<file path="config.mk">
export PLATFORM = sky130hd
export DESIGN_NAME = mem_port_arbiter_flat
export DESIGN_NICKNAME = d
export VERILOG_FILES = /design/src/rtl/mem_port_arbiter_if.sv /design/src/rtl/mem_port_arbiter.sv /design/src/flat_wrapper.sv
export SDC_FILE = /design/constraint.sdc
export NUM_CORES = 1
export LEC_CHECK = 0
export CAP_MARGIN = 20
export CORE_MARGIN = 2
export CORE_UTILIZATION = 38
export CTS_CLUSTER_DIAMETER = 30
export CTS_CLUSTER_SIZE = 20
export DETAILED_ROUTE_END_ITERATION = 10
export PLACE_DENSITY_LB_ADDON = 0.2
export SLEW_MARGIN = 25
export SYNTH_ARGS = -nofsm -noshare
export SYNTH_HDL_FRONTEND = slang
export SYNTH_SLANG_ARGS = --single-unit
</file>
<file path="constraint.sdc">
create_clock -name clk -period 5.2 [get_ports clk]
set_input_delay 1.04 -clock clk [delete_from_list [all_inputs] [get_ports clk]]
set_output_delay 1.04 -clock clk [all_outputs]
set_load 0.01 [all_outputs]
</file>
<file path="src/rtl/mem_port_arbiter_if.sv">
// Bundle of requester (I/D) and memory bus signals for mem_port_arbiter.
// slave = arbiter side, master = environment (pipeline ports and memory).
interface mem_port_arbiter_if;
  logic        i_req;
  logic [31:0] i_addr;
  logic [31:0] i_rd;
  logic        i_ready;
  logic        d_req;
  logic        d_we;
  logic [31:0] d_addr;
  logic [31:0] d_wd;
  logic [31:0] d_rd;
  logic        d_ready;
  logic        err;
  logic        mem_req;
  logic        mem_we;
  logic [31:0] mem_addr;
  logic [31:0] mem_wd;
  logic [31:0] mem_rd;
  logic        mem_ack;

  modport slave (
    input  i_req, i_addr, d_req, d_we, d_addr, d_wd, mem_rd, mem_ack,
    output i_rd, i_ready, d_rd, d_ready, err, mem_req, mem_we, mem_addr, mem_wd
  );

  modport master (
    output i_req, i_addr, d_req, d_we, d_addr, d_wd, mem_rd, mem_ack,
    input  i_rd, i_ready, d_rd, d_ready, err, mem_req, mem_we, mem_addr, mem_wd
  );
endinterface

</file>
<file path="src/rtl/mem_port_arbiter.sv">
// Arbitrates I-fetch and D ports onto one variable-latency memory, with a no-ack watchdog.
// Define MEM_PORT_ARB_RR_EN for round-robin arbitration (default: D over I fixed priority).
module mem_port_arbiter #(
  parameter int unsigned TIMEOUT_CYCLES = 255
) (
  input logic               clk,
  input logic               rst,
  mem_port_arbiter_if.slave bus
);

  typedef enum logic [1:0] {StIdle, StGntI, StGntD, StDone} state_e;

  localparam logic [15:0] TimeoutLast = 16'(TIMEOUT_CYCLES - 1);

  state_e      state_q, state_d;
  logic [15:0] cnt_q, cnt_d;
  logic        err_q, err_d;
  logic        cur_d_q, cur_d_d;
  logic        mem_req_q, mem_req_d;
  logic        mem_we_q, mem_we_d;
  logic [31:0] mem_addr_q, mem_addr_d;
  logic [31:0] mem_wd_q, mem_wd_d;
  logic [31:0] i_rd_q, i_rd_d;
  logic [31:0] d_rd_q, d_rd_d;
  logic        elig_i, elig_d, pick_d;

  // The port whose ready is high this cycle is masked so a stale req is not re-granted.
  assign elig_i = bus.i_req & ~((state_q == StDone) & ~cur_d_q);
  assign elig_d = bus.d_req & ~((state_q == StDone) & cur_d_q);

`ifdef MEM_PORT_ARB_RR_EN
  logic last_d_q;

  assign pick_d = elig_d & (~elig_i | ~last_d_q);

  always_ff @(posedge clk or posedge rst) begin
    if (rst) begin
      last_d_q <= 1'b0;
    end else if ((state_q == StIdle || state_q == StDone) && (elig_i || elig_d)) begin
      last_d_q <= pick_d;
    end
  end
`else
  assign pick_d = elig_d;
`endif

  always_comb begin
    state_d    = state_q;
    cnt_d      = cnt_q;
    err_d      = err_q;
    cur_d_d    = cur_d_q;
    mem_req_d  = mem_req_q;
    mem_we_d   = mem_we_q;
    mem_addr_d = mem_addr_q;
    mem_wd_d   = mem_wd_q;
    i_rd_d     = i_rd_q;
    d_rd_d     = d_rd_q;

    unique case (state_q)
      StIdle, StDone: begin
        cnt_d   = '0;
        err_d   = 1'b0;
        state_d = StIdle;
        if (elig_i || elig_d) begin
          state_d    = pick_d ? StGntD : StGntI;
          cur_d_d    = pick_d;
          mem_req_d  = 1'b1;
          mem_we_d   = pick_d & bus.d_we;
          mem_addr_d = pick_d ? bus.d_addr : bus.i_addr;
          if (pick_d) mem_wd_d = bus.d_wd;
        end
      end
      StGntI, StGntD: begin
        if (bus.mem_ack) begin
          if (state_q == StGntI) i_rd_d = bus.mem_rd;
          else if (!mem_we_q)    d_rd_d = bus.mem_rd;
          mem_req_d = 1'b0;
          mem_we_d  = 1'b0;
          state_d   = StDone;
        end else if (cnt_q == TimeoutLast) begin
          if (state_q == StGntI) i_rd_d = 32'hffff_ffff;
          else                   d_rd_d = 32'hffff_ffff;
          err_d     = 1'b1;
          mem_req_d = 1'b0;
          mem_we_d  = 1'b0;
          state_d   = StDone;
        end else begin
          cnt_d = cnt_q + 16'd1;
        end
      end
      default: state_d = StIdle;
    endcase
  end

  always_ff @(posedge clk or posedge rst) begin
    if (rst) begin
      state_q    <= StIdle;
      cnt_q      <= '0;
      err_q      <= 1'b0;
      cur_d_q    <= 1'b0;
      mem_req_q  <= 1'b0;
      mem_we_q   <= 1'b0;
      mem_addr_q <= '0;
      mem_wd_q   <= '0;
      i_rd_q     <= '0;
      d_rd_q     <= '0;
    end else begin
      state_q    <= state_d;
      cnt_q      <= cnt_d;
      err_q      <= err_d;
      cur_d_q    <= cur_d_d;
      mem_req_q  <= mem_req_d;
      mem_we_q   <= mem_we_d;
      mem_addr_q <= mem_addr_d;
      mem_wd_q   <= mem_wd_d;
      i_rd_q     <= i_rd_d;
      d_rd_q     <= d_rd_d;
    end
  end

  assign bus.mem_req  = mem_req_q;
  assign bus.mem_we   = mem_we_q;
  assign bus.mem_addr = mem_addr_q;
  assign bus.mem_wd   = mem_wd_q;
  assign bus.i_rd     = i_rd_q;
  assign bus.d_rd     = d_rd_q;
  assign bus.i_ready  = (state_q == StDone) & ~cur_d_q;
  assign bus.d_ready  = (state_q == StDone) & cur_d_q;
  assign bus.err      = (state_q == StDone) & err_q;

endmodule

</file>
<file path="src/flat_wrapper.sv">
// flat-port wrapper written by rule: the top's interface ports become plain ports
module mem_port_arbiter_flat 
#(
  parameter int unsigned TIMEOUT_CYCLES = 255
)
  (clk, rst, bus_i_req, bus_i_addr, bus_d_req, bus_d_we, bus_d_addr, bus_d_wd, bus_mem_rd, bus_mem_ack, bus_i_rd, bus_i_ready, bus_d_rd, bus_d_ready, bus_err, bus_mem_req, bus_mem_we, bus_mem_addr, bus_mem_wd);
  mem_port_arbiter_if bus_i ();
  input logic clk;
  input logic rst;
  input wire logic [$bits(bus_i.i_req)-1:0] bus_i_req;
  input wire logic [$bits(bus_i.i_addr)-1:0] bus_i_addr;
  input wire logic [$bits(bus_i.d_req)-1:0] bus_d_req;
  input wire logic [$bits(bus_i.d_we)-1:0] bus_d_we;
  input wire logic [$bits(bus_i.d_addr)-1:0] bus_d_addr;
  input wire logic [$bits(bus_i.d_wd)-1:0] bus_d_wd;
  input wire logic [$bits(bus_i.mem_rd)-1:0] bus_mem_rd;
  input wire logic [$bits(bus_i.mem_ack)-1:0] bus_mem_ack;
  output wire logic [$bits(bus_i.i_rd)-1:0] bus_i_rd;
  output wire logic [$bits(bus_i.i_ready)-1:0] bus_i_ready;
  output wire logic [$bits(bus_i.d_rd)-1:0] bus_d_rd;
  output wire logic [$bits(bus_i.d_ready)-1:0] bus_d_ready;
  output wire logic [$bits(bus_i.err)-1:0] bus_err;
  output wire logic [$bits(bus_i.mem_req)-1:0] bus_mem_req;
  output wire logic [$bits(bus_i.mem_we)-1:0] bus_mem_we;
  output wire logic [$bits(bus_i.mem_addr)-1:0] bus_mem_addr;
  output wire logic [$bits(bus_i.mem_wd)-1:0] bus_mem_wd;
  assign bus_i.i_req = bus_i_req;
  assign bus_i.i_addr = bus_i_addr;
  assign bus_i.d_req = bus_d_req;
  assign bus_i.d_we = bus_d_we;
  assign bus_i.d_addr = bus_d_addr;
  assign bus_i.d_wd = bus_d_wd;
  assign bus_i.mem_rd = bus_mem_rd;
  assign bus_i.mem_ack = bus_mem_ack;
  assign bus_i_rd = bus_i.i_rd;
  assign bus_i_ready = bus_i.i_ready;
  assign bus_d_rd = bus_i.d_rd;
  assign bus_d_ready = bus_i.d_ready;
  assign bus_err = bus_i.err;
  assign bus_mem_req = bus_i.mem_req;
  assign bus_mem_we = bus_i.mem_we;
  assign bus_mem_addr = bus_i.mem_addr;
  assign bus_mem_wd = bus_i.mem_wd;
  mem_port_arbiter #(.TIMEOUT_CYCLES(TIMEOUT_CYCLES)) u_core (.clk(clk), .rst(rst), .bus(bus_i));
endmodule
</file>
Word-level counts from Yosys, hierarchy flattened
Cells that the tools add are included.
- bits in registers: 150
- input bits: 134
- output and inout bits: 133
- word-level logic and storage cells: 70
- add/sub/neg operators: 1
- equality and inequality tests: 10
- multiplexer cells: 27
- bitwise logic cells: 10
- reduce and logical (&&, ||, !) cells: 12
- operator list (kind ; number):
    32-bit 2-to-1 mux ; 10
    16-bit 2-to-1 mux ; 2
    16-bit case mux with 2 select lines ; 1
    16-bit by 1-bit adder with 16-bit output, second input constant ; 1
    16-bit by 8-bit equality test with 1-bit output, second input constant ; 1
    2-bit 2-to-1 mux ; 4
    2-bit AND reduction ; 4
    1-bit bitwise AND ; 6
    1-bit 2-to-1 mux ; 6
    2-bit inequality test, second input constant ; 3
    1-bit case mux with 2 select lines ; 3
    3-bit AND reduction ; 2
    2-bit equality test, second input constant ; 2
    2-bit by 1-bit inequality test with 1-bit output, second input constant ; 2
    1-bit inverter ; 4
    2-bit case mux with 2 select lines ; 1
    4-bit AND reduction ; 1
    2-bit OR reduction ; 2
    3-bit by 2-bit inequality test with 1-bit output, second input constant ; 1
    2-bit by 1-bit equality test with 1-bit output, second input constant ; 1
    2-bit zero test ; 1
    2-bit nonzero test ; 1
    1-bit logical OR ; 1

Depth between registers and ports, before layout
Gate-level depths: netlist of run 1.
- depth in word-level cells: 7
- mapped depth: 8
- mapped depth without buffers: 6

Worst setup path after synthesis of run 1
Ideal clock, no wire load.
- kind: input port to flip-flop
- from: input bus_d_req
- to: register u_core.mem_addr_q[27] (netlist: u_core.bus.mem_addr[27])
- library setup time: 0.134 ns
- arrival: 2.264 ns
- data required time: 5.066 ns
- setup slack: 2.801 ns
- cell stages on the path: 5
- buffers on the path: 2
- cells stage by stage: a21boi_0 clkbuf_1 buf_1 mux2i_1 o21ai_0
- word-level cells in the longest chain between the ends: 3
- elaborated cells between the ends (all ways): 4
- those cells by class: 1 x mux; 1 x bitwise; 2 x reduce/logical
- ends and longest elaborated chain (element ; line ; RTL):
    from (decl) ; flat_wrapper.sv:12 ; input wire logic [$bits(bus_i.d_req)-1:0] bus_d_req;
    1-bit bitwise AND (*) ; mem_port_arbiter.sv:29 ; assign elig_d = bus.d_req & ~((state_q == StDone) & cur_d_q);
    1-bit logical OR ; mem_port_arbiter.sv:64 ; if (elig_i || elig_d) begin
    2-bit AND reduction (no source line) ; n/a ;
    to (signal assigned) ; mem_port_arbiter.sv:114 ; mem_addr_q <= mem_addr_d;
    to (decl) ; mem_port_arbiter.sv:21 ; logic [31:0] mem_addr_q, mem_addr_d;
Every way passes the cells marked *; elsewhere a longest branch is shown, timed or not.
A chain may end at the register's enable or synchronous reset.

Worst setup path in the final report of run 1
- from: register u_core.state_q[0]
- to: output bus_i_ready
- word-level cells in the longest chain between the ends: 2
- ends and longest elaborated chain (element ; line ; RTL):
    from (decl) ; mem_port_arbiter.sv:15 ; state_e state_q, state_d;
    from (signal assigned) ; mem_port_arbiter.sv:97 ; state_q <= StIdle;
    from (signal assigned) ; mem_port_arbiter.sv:108 ; state_q <= state_d;
    2-bit equality test ; mem_port_arbiter.sv:127 ; assign bus.i_ready = (state_q == StDone) & ~cur_d_q;
    1-bit bitwise AND ; mem_port_arbiter.sv:127 ;
    to (decl) ; flat_wrapper.sv:19 ; output wire logic [$bits(bus_i.i_ready)-1:0] bus_i_ready;
Every way passes these cells.

==> results of run 1 <==
==> metrics by stage <==
| step | cell area, sq um | hold slack, ns |
|---|---|---|
| 2_1_floorplan | 6103 | 0.4550 |
| 5_1_grt | 9598 | 0.5019 |
| 3_5_place_dp | 8984 | 0.4693 |
| 3_3_place_gp | 8981 | 0.4606 |
| 6_report | 9598 | 0.4754 |
| 4_1_cts | 9587 | 0.4833 |
==> worst reg2reg max path, delay by kind of cell, from the launching register on <==
kind                     cells  cell delay [ns]
flip-flops                   1             0.43
AO/OA/AOI/OAI                2             0.98
adder cells (fa/ha/maj)      1             0.15
AND/OR/NAND/NOR              2             0.64
buffers and inverters        2             0.42
==> synth_stat cells (4+ instances only) <==
master / number / area (sq um)
o22a_1: 62 / 543.0
clkbuf_1: 21 / 78.83
inv_1: 8 / 30.03
xnor2_1: 7 / 61.31
o21ai_0: 37 / 185.2
a21oi_1: 11 / 55.05
or3_1: 5 / 31.28
mux2_2: 33 / 371.6
mux2i_1: 32 / 320.3
nand3_1: 5 / 25.02
nor2_1: 15 / 56.30
nor4_1: 6 / 37.54
nand2_1: 41 / 153.9
ha_1: 4 / 50.05
dfrtp_1: 150 / 3754
==> cell families after synthesis <==
family                     after synthesis
muxes                                   65
and+or+nand+nor                         91
AOI/OAI and AO/OA                      122
buffers and inverters                   40
DFF                                    150
xor gates and xnor gates                 7
adders and majority gates                4
==> report_power, final <==
group          leakage (uW)  switching [uW]  internal, uW
Sequential          0.00176             309          1710
Clock              0.000291             483           753
Combinational       0.00187            1220          1520
==> flip-flops by register name, indices dropped and copies added (netlist names), 2 cells and up <==
name,flops
u_core.cnt_q,16
u_core.bus.i_rd,32
u_core.bus.d_rd,32
u_core.bus.mem_wd,32
u_core.bus.mem_addr,32
u_core.state_q,2
==> per-layer routing <==
metal	global-route usage, %	share of wire (%)
met2	32.23	48
met1	24.87	41
met3	7.614	9.1
met4	6.508	1.6
met5	0	0
==> final timing paths <==
kind | end | from | depth (start not counted)
worst max-delay path | bus_i_ready | u_core.state_q[0]$_DFFE_PP0P_ | 3
min in group asynchronous | u_core.bus.i_rd[15]$_DFFE_PP0P_ | rst | 2
worst max register to register | u_core.bus.d_rd[31]$_DFFE_PP0P_ | u_core.cnt_q[0]$_DFFE_PP0P_ | 7
max in group asynchronous | u_core.cnt_q[2]$_DFFE_PP0P_ | rst | 3
worst min register to register | u_core.bus.mem_addr[15]$_DFFE_PP0P_ | u_core.bus.mem_addr[15]$_DFFE_PP0P_ | 2
worst min-delay path | u_core.bus.mem_addr[15]$_DFFE_PP0P_ | u_core.bus.mem_addr[15]$_DFFE_PP0P_ | 2
==> layout make-up <==
class                           instances  share of cell area (%)
Clock buffer                           20                   4.862
Clock inverter                         11                   1.421
Inverter                                8                  0.3650
Multi-Input combinational cell        289                   22.98
Sequential cell                       150                   39.11
Tap cell                              216                   2.816
Timing Repair Buffer                  275                   28.44
==> cells in the final DEF (no fill, tap or decap), types with 2 or more instances in the layout <==
cell type,count
mux2_2,33
clkinvlp_4,2
o22a_1,62
o21ai_0,37
and2_1,3
clkbuf_8,3
o22a_2,2
bufinv_16,2
a21oi_1,11
clkdlybuf4s50_1,266
clkbuf_16,17
or4_1,3
buf_4,9
a211oi_1,2
dfrtp_1,150
nand4_1,2
o31ai_1,3
ha_1,4
or3_1,5
inv_1,7
nor4_1,6
nand3_1,5
inv_6,7
nor2b_1,2
nand2_1,40
xnor2_1,7
mux2i_1,32
nor2_1,15
nor3_1,2
==> out/results.ini, run 1 <==
[run_status]
outcome = finished, final reports clean

[worst_setup_path]
slowest_delay_ns = 0.65
path_max_fanout = 4
cp.required_ns = 4.16
end_kind = primary output
reg2reg_slack_ns = 2.53
arrival_ns = 2.03
path_class = reg2out
path_delay_family = buffers and inverters
setup.worst_path.start_class = register
path_cells = ha_1 > nor2b_1 > clkdlybuf4s50_1
worst-path-buf-inv = 1
critPathSlowestCell = clkdlybuf4s50_1

[sta]
maxSlewHeadroom_pct = 45.24
hold_violations = 0
period_share_pct = 59.13
fmax_ghz = 0.3252
slew_viol_final = 0
post-route-min-period_ns = 3.075
setup_viol = 0
finClkSkew_ns = 0.008546
grt_setup_unrepaired = false
finalSetupTns_ns = 0
worst-slew-pin-transition_ns = 0.8213
setup_ws_ns = 2.125

[yosys]
yosysUniqueCellTypes = 39
synth_top_family_by_area = compound AO/OA/AOI/OAI gates
synth_xor_area_share_pct = 1.005
synth_fa_ha_area_share_pct = 0.8200
synth.yosys.seq_area_share_pct = 61.50
synth_compound_area_share_pct = 14.78
synth_edf_count = 0
synthSimpleGateAreaFrac_pct = 7.503
synth_nets = 617
ys_warn_count = 0
synthCells = 479
avgSynthCellArea_sq_um = 12.74
ys.flop_type = dfrtp_1
async_flop_share_pct = 100.0
syn-cell-area_sq_um = 6103
yosys_register_bits = 150
synthMuxAreaShare_pct = 11.34

[layout]
utilization_pct = 60.86
syn2layout_area_growth_pct = 57.26
final_layout_size_suffix_gt1_share_pct = 11.29
finalNetCount = 879
instances_no_fill = 969
fillers = 1242
multi_input_area_sq_um = 2206
regArea_sq_um = 3754
antenna_cells = 0

[clock_tree]
clock_path_buffers = 2
hold_buffers = 0
path_clk_slew_ns = 0.06
numCtsBuffers = 17
cts_sinks = 150
root_buffer = clkbuf_16
cts_tree = done
clk_latency_ns = 0.41
h-tree-depth = 4
cts_setup_buffers = 0
postCtsResizedCells = 0

[global_route]
grt_pass1_vias = 5010
grt_max_degree = 91
overflow = 0
grtUsageTotal_pct = 19.95
antenna_found_initial = 0
grt_pass1_wl_um = 26070

[floorplan]
die_w_um = 130.7
die_h_um = 130.7
rows = 46
die_area_sq_um = 17090
ioPinCount = 267
core_area_sq_um = 15770
initial_utilization_pct = 38.70

[detailed_routing]
first_iter_violations = 219
wire_per_inst_um = 17.35
routed_via_density = 4.905
drcViolationCount = 0
firstDrtPassIters = 4
wl_um = 16820
vias = 4753
antenna_left = 0

[placement]
portBuffers = 266
gp_congestion = 0.7898
hpwlAfterDp_um = 12220
dp_cells = 938
pre_cts_ws_ns = 2.168

[flow_run]
maxCapViolCount = 0

[power]
max-vdd-ir-drop_mv = 0.3228
total_power_uw = 5997
power.leakage_uw = 0.003929
power_density_nw_per_um2 = 624.9

[hold_path]
worstHoldPathType = reg2reg

Note: power is estimated with default switching activity, not from simulation.
==> inputs of run 2 (changes only) <==
Settings changed: CORE_UTILIZATION 38 to 42.
Clock period 5.2 ns to 2.9 ns, I/O delays scaled along.
==> out/results.ini, run 2 (synthesis gave the netlist of run 1 again) <==
[clock_tree]
numCtsBuffers = 17  ; unchanged
hold_buffers = 0  ; unchanged
clock_path_buffers = 2  ; unchanged
clk_latency_ns = 0.41  ; about the same
postCtsResizedCells = 0  ; unchanged
root_buffer = clkbuf_16
path_clk_slew_ns = 0.06  ; about the same
h-tree-depth = 4  ; unchanged
cts_setup_buffers = 0  ; unchanged
cts_tree = done
cts_sinks = 150  ; unchanged

[worst_setup_path]
slowest_delay_ns = 0.70  ; +0.05 ns
end_kind = register
path_class = reg2reg
path_max_fanout = 32  ; +28
worst-path-buf-inv = 2  ; +1
setup.worst_path.start_class = register
critPathSlowestCell = o41ai_4
path_cells = inv_1 > ha_1 > or3b_4 > o41ai_4 > and2_1 > buf_4 > o22a_1
cp.required_ns = 3.25  ; -0.91 ns
path_delay_family = compound AO/OA/AOI/OAI gates
arrival_ns = 2.95  ; +0.92 ns

[layout]
layout_commonest_cell = clkdlybuf4s50_1
final_layout_size_suffix_gt1_share_pct = 11.84  ; +0.55 points
mostFrequentLayoutCells = clkdlybuf4s50_1 (266), dfrtp_1 (150), o22a_1 (62)
antenna_cells = 0  ; unchanged
final_design_area_no_fill_sq_um = 9630  ; +0.34%
syn2layout_area_growth_pct = 57.79
fillers = 1074  ; -14%
utilization_pct = 67.02  ; +6.2 points
finalNetCount = 885  ; +0.68%

[detailed_routing]
first_iter_violations = 271  ; +24%
vias = 4928  ; +3.7%
firstDrtPassIters = 4  ; unchanged
antenna_left = 0  ; unchanged
wire_per_inst_um = 17.94  ; +3.4%
routed_via_density = 5.220  ; +6.4%
wl_um = 16940  ; +0.73%
drcViolationCount = 0  ; unchanged

[power]
max-vdd-ir-drop_mv = 0.4811  ; +49%
power_density_nw_per_um2 = 1127  ; +80%
power.share.clock_pct = 20.3  ; -0.3 points
pwr-share-comb_pct = 46.4  ; +0.7 points
switching_share_pct = 33.29  ; -0.32 points
power.leakage_uw = 0.003972  ; +1.1%
switchingPower_uw = 3612  ; +79%
p_int_uw = 7238  ; +82%
power_frac_seq_pct = 33.3  ; -0.4 points

[sta]
finClkSkew_ns = 0.01099  ; +0.002447 ns
finalSetupTns_ns = 0  ; unchanged
post-route-min-period_ns = 2.602
fmax_ghz = 0.3843
maxSlewHeadroom_pct = 55.13  ; +9.9 points
hold_violations = 0  ; unchanged
grt_setup_unrepaired = false
slew_viol_final = 0  ; unchanged
setup_viol = 0  ; unchanged
period_share_pct = 89.72
worst-slew-pin-transition_ns = 0.6708  ; -0.1505 ns

[hold_path]
worstHoldPathType = reg2reg

[placement]
portBuffers = 266  ; unchanged
place_area_sq_um = 9022  ; +0.43%
hpwlAfterDp_um = 12430  ; +1.8%
gp_congestion = 0.8051  ; +1.9%

[global_route]
antenna_found_initial = 0  ; unchanged
overflow = 0  ; unchanged
grt_pass1_wl_um = 27750  ; +6.5%
grt_pass1_vias = 5165  ; +3.1%
grtUsageTotal_pct = 22.65  ; +2.7 points
grt_max_degree = 56  ; -38%

[run_status]
outcome = finished, final reports clean

[floorplan]
die_w_um = 124.5  ; -4.7%
die_h_um = 124.5  ; -4.7%
core_area_sq_um = 14370  ; -8.9%
initial_utilization_pct = 42.48  ; +3.8 points
die_area_sq_um = 15510  ; -9.2%
rows = 44  ; -4.3%
ioPinCount = 267  ; unchanged

[flow_run]
maxCapViolCount = 0  ; unchanged

## run 2: cell types whose count changed in the layout (fill, tap and decap cells not counted), sizes merged
cell	change
clkinv	+7
buf	+6
clkbuf	-1
inv	-6
bufinv	+1
## run 2: layout make-up
class / count / area (sq um) / share of cell area, %
tap: 184 / 230.2 / 2.391
inverter: 8 / 33.78 / 0.3508
sequential: 150 / 3754 / 38.98
clock buffer: 19 / 442.9 / 4.599
clock inverter: 13 / 153.9 / 1.598
multi-input combinational: 289 / 2203 / 22.88
timing repair buffer: 281 / 2813 / 29.21
## run 2: worst register-to-register path, cell delays in order, from the launching register on
cell	delay, ns
dfrtp_1	0.44
inv_1	0.09
ha_1	0.13
or3b_4	0.40
o41ai_4	0.70
and2_1	0.22
buf_4	0.33
o22a_1	0.24
## run 2: routing by layer
| metal | GRT usage [%] | vias to the layer above | wire, um |
|---|---|---|---|
| li1 | - | 2272 | - |
| met1 | 27.46 | 2431 | 6723 |
| met2 | 38.15 | 202 | 8418 |
| met3 | 7.174 | 23 | 1433 |
| met4 | 8.063 | 0 | 364 |
| met5 | 0 | - | 0 |
## run 2: worst paths after layout
path / end / slack, ns / start / cells past startpoint
max: u_core.bus.d_rd[1]$_DFFE_PP0P_ / 0.30 / u_core.cnt_q[0]$_DFFE_PP0P_ / 7
min: u_core.bus.mem_addr[25]$_DFFE_PP0P_ / 0.48 / u_core.bus.mem_addr[25]$_DFFE_PP0P_ / 2
max reg2reg: u_core.bus.d_rd[1]$_DFFE_PP0P_ / 0.30 / u_core.cnt_q[0]$_DFFE_PP0P_ / 7
min reg2reg: u_core.bus.mem_addr[25]$_DFFE_PP0P_ / 0.48 / u_core.bus.mem_addr[25]$_DFFE_PP0P_ / 2
max in group asynchronous: u_core.bus.mem_addr[13]$_DFFE_PP0P_ / 1.62 / rst / 3
min in group asynchronous: u_core.bus.mem_wd[9]$_DFFE_PP0P_ / 0.56 / rst / 2
## run 2: per-stage QoR
stage | std cells | hold WS, ns | total power [uW] | setup slack [ns]
3_5_place_dp | 912 | 0.4693 | 8719 | 0.03970
6_report | 944 | 0.4785 | 10850 | 0.2982
5_1_grt | 944 | 0.5026 | 11530 | 0.1192
4_1_cts | 944 | 0.4824 | 10970 | 0.01363
2_1_floorplan | 479 | 0.4550 | 5990 | 0.4310
3_3_place_gp | 912 | 0.4628 | 8556 | 0.1768
## run 2: power groups by stage
| stage | combinational [uW] | sequential [uW] | clock, uW |
|---|---|---|---|
| 5_1_grt | 5450 | 3740 | 2340 |
| 3_5_place_dp | 5090 | 3630 | 0 |
| 2_1_floorplan | 2000 | 3990 | 0 |
| 6_report | 5030 | 3610 | 2210 |
| 4_1_cts | 5110 | 3610 | 2250 |
| 3_3_place_gp | 4970 | 3580 | 0 |
